--- config.mk ---
export PLATFORM = sky130hd
export DESIGN_NAME = bus_arbiter
export DESIGN_NICKNAME = d
export VERILOG_FILES = /design/src/rtl/bus_pkg.sv /design/src/rtl/rr_arbiter2.sv /design/src/rtl/bus_arbiter.sv
export SDC_FILE = /design/constraint.sdc
export NUM_CORES = 1
export LEC_CHECK = 0
export CAP_MARGIN = 5
export CORE_AREA = 2 2 120 122
export CTS_BUF_LIST = sky130_fd_sc_hd__clkbuf_4 sky130_fd_sc_hd__clkbuf_8 sky130_fd_sc_hd__clkbuf_16
export DETAILED_ROUTE_END_ITERATION = 7
export DIE_AREA = 0 0 122 124
export PLACE_DENSITY = 0.79
export SLEW_MARGIN = 20
export SYNTH_ARGS = -nofsm -noshare
export SYNTH_HDL_FRONTEND = slang
export SYNTH_SLANG_ARGS = --single-unit
--- constraint.sdc ---
create_clock -name clk_i -period 4.8 [get_ports clk_i]
set_input_delay 0.96 -clock clk_i [delete_from_list [all_inputs] [get_ports clk_i]]
set_output_delay 0.96 -clock clk_i [all_outputs]
set_load 0.01 [all_outputs]
--- src/rtl/bus_pkg.sv ---
// Shared definitions for the core-side bus: arbiter state, master ids,
// LSU access-size encodings and the latched bus request record.
package bus_pkg;

  typedef enum logic {
    IDLE   = 1'b0,
    ACCESS = 1'b1
  } state_e;

  localparam logic M0 = 1'b0;  // instruction fetch
  localparam logic M1 = 1'b1;  // load/store port

  localparam int NUM_MASTERS = 2;

  // Access size on the hb lines; the arbiter passes these through untouched.
  localparam logic [1:0] HB_WORD = 2'b00;
  localparam logic [1:0] HB_HALF = 2'b01;
  localparam logic [1:0] HB_BYTE = 2'b10;

  typedef struct packed {
    logic [31:0] addr;
    logic        we;
    logic [1:0]  hb;
    logic [31:0] wdata;
  } bus_req_t;

endpackage

--- src/rtl/rr_arbiter2.sv ---
// Two-way round-robin winner select: a lone requester wins, a tie goes to
// the master that did not win last time.
module rr_arbiter2
  import bus_pkg::*;
(
  input  logic [1:0] req,
  input  logic       last_grant,
  output logic       valid,
  output logic       winner
);

  always_comb begin
    valid  = |req;
    winner = M0;
    if (req == 2'b11) winner = ~last_grant;
    else if (req[1])  winner = M1;
  end

endmodule

--- src/rtl/bus_arbiter.sv ---
// Shares the core data bus between instruction fetch (M0) and load/store
// (M1): round-robin grant, one transfer in flight, timeout abort on hung slaves.
module bus_arbiter
  import bus_pkg::*;
#(
  parameter int TIMEOUT_CYCLES = 16,
  parameter int CNT_W          = 8
) (
  input  logic        clk_i,
  input  logic        rst_ni,

  input  logic        m0_req_i,
  input  logic [31:0] m0_addr_i,
  input  logic        m0_we_i,
  input  logic [1:0]  m0_hb_i,
  input  logic [31:0] m0_wdata_i,
  output logic        m0_gnt_o,
  output logic        m0_rvalid_o,
  output logic        m0_err_o,
  output logic [31:0] m0_rdata_o,

  input  logic        m1_req_i,
  input  logic [31:0] m1_addr_i,
  input  logic        m1_we_i,
  input  logic [1:0]  m1_hb_i,
  input  logic [31:0] m1_wdata_i,
  output logic        m1_gnt_o,
  output logic        m1_rvalid_o,
  output logic        m1_err_o,
  output logic [31:0] m1_rdata_o,

  output logic        bus_req_o,
  output logic [31:0] bus_addr_o,
  output logic        bus_we_o,
  output logic [1:0]  bus_hb_o,
  output logic [31:0] bus_wdata_o,
  input  logic        bus_ready_i,
  input  logic [31:0] bus_rdata_i,

  output logic        busy_o
);

  localparam logic [CNT_W-1:0] CNT_LAST = CNT_W'(TIMEOUT_CYCLES - 1);

  bus_req_t [NUM_MASTERS-1:0] mreq;

  assign mreq[0] = {m0_addr_i, m0_we_i, m0_hb_i, m0_wdata_i};
  assign mreq[1] = {m1_addr_i, m1_we_i, m1_hb_i, m1_wdata_i};

  logic arb_valid;
  logic arb_winner;

  state_e                   state_q,   state_d;
  logic [CNT_W-1:0]         cnt_q,     cnt_d;
  logic                     owner_q,   owner_d;   // also the round-robin history
  bus_req_t                 bus_q,     bus_d;
  logic                     bus_req_q, bus_req_d;
  logic [NUM_MASTERS-1:0]   gnt_q,     gnt_d;
  logic [NUM_MASTERS-1:0]   rvalid_q,  rvalid_d;
  logic [NUM_MASTERS-1:0]   err_q,     err_d;
  logic [31:0]              resp_q,    resp_d;

  rr_arbiter2 u_rr (
    .req        ({m1_req_i, m0_req_i}),
    .last_grant (owner_q),
    .valid      (arb_valid),
    .winner     (arb_winner)
  );

  always_comb begin
    state_d   = state_q;
    cnt_d     = cnt_q;
    owner_d   = owner_q;
    bus_d     = bus_q;
    bus_req_d = bus_req_q;
    resp_d    = resp_q;
    gnt_d     = '0;
    rvalid_d  = '0;
    err_d     = '0;

    unique case (state_q)
      IDLE: begin
        if (arb_valid) begin
          bus_d             = mreq[arb_winner];
          owner_d           = arb_winner;
          cnt_d             = '0;
          gnt_d[arb_winner] = 1'b1;
          bus_req_d         = 1'b1;
          state_d           = ACCESS;
        end
      end
      ACCESS: begin
        // Ready beats the timeout when both land in the same cycle.
        if (bus_ready_i) begin
          resp_d            = bus_rdata_i;
          rvalid_d[owner_q] = 1'b1;
          bus_req_d         = 1'b0;
          state_d           = IDLE;
        end else if (cnt_q == CNT_LAST) begin
          resp_d            = '0;
          rvalid_d[owner_q] = 1'b1;
          err_d[owner_q]    = 1'b1;
          bus_req_d         = 1'b0;
          state_d           = IDLE;
        end else begin
          cnt_d = cnt_q + 1'b1;
        end
      end
      default: state_d = IDLE;
    endcase
  end

  // Reset drops any in-flight transfer without a response.
  always_ff @(posedge clk_i or negedge rst_ni) begin
    if (!rst_ni) begin
      state_q   <= IDLE;
      cnt_q     <= '0;
      owner_q   <= M1;
      bus_q     <= '0;
      bus_req_q <= 1'b0;
      gnt_q     <= '0;
      rvalid_q  <= '0;
      err_q     <= '0;
      resp_q    <= '0;
    end else begin
      state_q   <= state_d;
      cnt_q     <= cnt_d;
      owner_q   <= owner_d;
      bus_q     <= bus_d;
      bus_req_q <= bus_req_d;
      gnt_q     <= gnt_d;
      rvalid_q  <= rvalid_d;
      err_q     <= err_d;
      resp_q    <= resp_d;
    end
  end

  assign m0_gnt_o    = gnt_q[0];
  assign m1_gnt_o    = gnt_q[1];
  assign m0_rvalid_o = rvalid_q[0];
  assign m1_rvalid_o = rvalid_q[1];
  assign m0_err_o    = err_q[0];
  assign m1_err_o    = err_q[1];
  assign m0_rdata_o  = resp_q;
  assign m1_rdata_o  = resp_q;

  assign bus_req_o   = bus_req_q;
  assign bus_addr_o  = bus_q.addr;
  assign bus_we_o    = bus_q.we;
  assign bus_hb_o    = bus_q.hb;
  assign bus_wdata_o = bus_q.wdata;

  assign busy_o      = (state_q != IDLE);

endmodule

==> run metrics <==
relative slew slack=41.7%; initial antenna violation count=2; sequential fraction of the synthesis area=58.1%; average detailed-routed wire length per instance=18.5 um; First DRT Iteration DRCs=523; total net switching power=1470 uW; global-route total usage across every layer=21.4%; Worst-Skew Late Latency=410 ps; maximum number of pins on one net before global-route repair=69; clock-pin slew reported for the worst setup and hold paths after clock tree synthesis=50 ps; die outline width=122 um; critical path data required time=5080 ps; Multi-input gate area=1510 um2; sw frac=30.5%; Worst Min Path Start=bus_wdata_o[29]$_DFFE_PN0P_; number of global-route vias before repair=4707; Post-DRT Antenna Nets=0; crit path launch type=input port; leading post-synthesis cells by cell area=sky130_fd_sc_hd__dfrtp_1 58%, sky130_fd_sc_hd__a222oi_1 10%, sky130_fd_sc_hd__a22o_2 6.4%, sky130_fd_sc_hd__buf_4 4.8%, sky130_fd_sc_hd__inv_1 3.9%; Post-synth top cells=115 x sky130_fd_sc_hd__dfrtp_1, 52 x sky130_fd_sc_hd__inv_1, 50 x sky130_fd_sc_hd__a222oi_1, 32 x sky130_fd_sc_hd__a22o_2, 32 x sky130_fd_sc_hd__buf_4; arrival time at the worst endpoint=3080 ps; area leader, netlist=sky130_fd_sc_hd__dfrtp_1; Starting Density=36.5%; Syn Std Cell Area=5000 um2; number of clock sinks=116; PD cells=557 nW/um2; filler cell count=1086; vias post-DR=4561; number of distinct standard cells referenced by the synthesized netlist=41; CTS Buffer Depth=2; number of enable-type register cells in the synthesized netlist=0; start point of the critical path=m1_req_i; global-route wire length before repair=24400 um; setup fix buffers added after clock tree synthesis=0; most numerous cell in the Yosys netlist=sky130_fd_sc_hd__dfrtp_1; flops & latches, synth=116; final net count=862; slew at the pin with the worst max-slew slack=874 ps; area growth from synthesis to final layout=72.6%; peak supply drop=0.309 mV; failing checks=DRC; class of the most critical setup path=in2reg; combinational fraction of design power=39.4%; startpoint of the worst register-to-register path=busy_o$_DFF_PN0_; run status=complete, but fails checks; net count of the mapped netlist=592; CTS tree=done; share of final-layout standard cells stronger than drive strength 1=11.9%; RSZ-0062 raised after global routing=false; Total Neg Setup Slack=0 ps; overall overflow remaining after global route=0; 1st-pass router iterations=8; kind of end point of the critical path=flip-flop; total die area=15100 um2; post-route standard cell area excluding fillers=8630 um2; y dimension of the die=124 um; I/O pins=310; synthesized area per cell=11.9 um2; root buffer cell=sky130_fd_sc_hd__clkbuf_16; synthesized instance count=420; yosys synthesis warning count=0; count of final max-slew check failures=0; minimum period implied by the final worst setup slack=2800 ps; Final Cycle Share=58.3%; main flop type after synthesis=sky130_fd_sc_hd__dfrtp_1; WHS=478 ps; area fraction of the dominant cell type after synthesis=57.5%; maximum clock skew at final layout=5.35 ps; final hold violations=0; HPWL after detailed placement=11900 um; maximum clock frequency=0.358 GHz; number of rows in the core area=43; Final setup violation count=0; last weighted congestion value of the routability-driven placer=0.743; type of the tightest min-delay check=reg2reg; largest fanout of any net on the critical path=42; part of the power in the clock network=27.1%; cts bufs inserted=17; core area=13700 um2; cell area after placement=7960 um2; share of synthesized flip-flops with an asynchronous set or reset=100%; Routed WL=16400 um; area taken by flip-flops and latches=2900 um2; Avg Vias per Cell=5.15; number of resized instances in the post-cts repair step=0; port bufs=309; Seq pwr share=33.5%; DRC=8; Hold Buf Count CTS=0; internal power of the cells=3340 uW; H-tree levels=4; static leakage=0.00386 uW; number of maximum-capacitance constraint violations=0
[final timing paths]
kind                       cells after the start  slack [ps]                          end
max reg2reg                                    5        2530   bus_addr_o[25]$_DFFE_PN0P_
min in group asynchronous                      1         640    bus_addr_o[4]$_DFFE_PN0P_
max                                            6        2000   bus_addr_o[25]$_DFFE_PN0P_
max in group asynchronous                      2        3030   bus_addr_o[26]$_DFFE_PN0P_
min                                            2         480  bus_wdata_o[29]$_DFFE_PN0P_
min reg2reg                                    2         480  bus_wdata_o[29]$_DFFE_PN0P_
[power by group through the flow]
stage / clock network [uW] / logic [uW] / registers (uW)
floorplan: 0 / 703 / 1720
global placement: 0 / 1840 / 1600
detailed placement: 0 / 1890 / 1610
CTS: 1330 / 1900 / 1610
global route: 1370 / 2040 / 1650
finish: 1300 / 1890 / 1610
[routing by layer]
layer / up-vias / share of wire (%) / GRT usage, %
met1: 2215 / 36 / 23.8
met4: 0 / 2.6 / 10.1
met3: 35 / 10 / 9.29
li1: 2054 / - / -
met2: 257 / 51 / 35.4
met5: - / 0 / 0
[cells in the final DEF (no fill, tap or decap), types with 2 or more instances in the layout]
cell type,synthesis,final
sky130_fd_sc_hd__clkbuf_8,1,4
sky130_fd_sc_hd__a211o_1,2,2
sky130_fd_sc_hd__buf_4,32,5
sky130_fd_sc_hd__nor3_1,2,2
sky130_fd_sc_hd__a21o_1,2,2
sky130_fd_sc_hd__o21ai_0,18,18
sky130_fd_sc_hd__nand2_1,27,27
sky130_fd_sc_hd__diode_2,0,2
sky130_fd_sc_hd__a222oi_1,50,50
sky130_fd_sc_hd__clkdlybuf4s50_1,0,308
sky130_fd_sc_hd__mux2i_1,17,17
sky130_fd_sc_hd__a21oi_1,2,2
sky130_fd_sc_hd__inv_1,52,52
sky130_fd_sc_hd__nand3_1,4,4
sky130_fd_sc_hd__a22o_2,32,32
sky130_fd_sc_hd__dfrtp_1,115,115
sky130_fd_sc_hd__clkbuf_4,1,2
sky130_fd_sc_hd__clkbuf_16,0,17
sky130_fd_sc_hd__clkinvlp_4,0,2
sky130_fd_sc_hd__nor2_1,11,10
sky130_fd_sc_hd__clkinv_2,0,4
sky130_fd_sc_hd__bufinv_16,0,3
[metrics by stage]
| stage | worst slack, ps | instances | util (%) | total power (uW) |
|---|---|---|---|---|
| 2_1_floorplan | 2630 | 420 | - | 2430 |
| 3_3_place_gp | 1500 | 849 | 58.0 | 3440 |
| 3_5_place_dp | 1290 | 849 | 58.0 | 3500 |
| 4_1_cts | 1720 | 881 | 62.5 | 4840 |
| 5_1_grt | 1810 | 883 | 62.9 | 5060 |
| 6_report | 2000 | 885 | 62.9 | 4800 |
[state kept, by name, indices dropped and copies added, names as in the netlist]
| name | count |
|---|---|
| bus_addr_o | 32 |
| bus_wdata_o | 32 |
| m0_rdata_o | 32 |
| cnt_q | 8 |
| bus_hb_o | 2 |
| err_q | 2 |
| gnt_q | 2 |
| rvalid_q | 2 |
| bus_req_o | 1 |
| bus_we_o | 1 |
| busy_o | 1 |
| owner_q | 1 |
[final cells by class]
class	instances	share of cell area, %
Antenna cell	2	0.0580
Timing Repair Buffer	315	36.7
Clock inverter	9	1.45
Clock buffer	23	5.74
Tap cell	180	2.61
Inverter	53	2.31
Multi-Input combinational cell	187	17.5
Sequential cell	116	33.7
[worst max-delay path: stages]
cell and delay (ps):
sky130_fd_sc_hd__clkdlybuf4s50_1 470, sky130_fd_sc_hd__o21bai_4 690, sky130_fd_sc_hd__nor2_4 190, sky130_fd_sc_hd__buf_12 240, sky130_fd_sc_hd__a222oi_1 410, sky130_fd_sc_hd__inv_1 90
[kinds of logic (layout without fill, tap and decap cells)]
family,count (synthesis),count (layout),share of synthesized area (%)
other,0,2,0
DFF,116,116,58.1
AOI/OAI and AO/OA,117,117,21.2
and+or+nand+nor,52,52,4.63
buffers and inverters,117,400,12.4
adders and majority gates,1,1,0.250
muxes,17,17,3.40
Power figures use the tool's default switching activity.
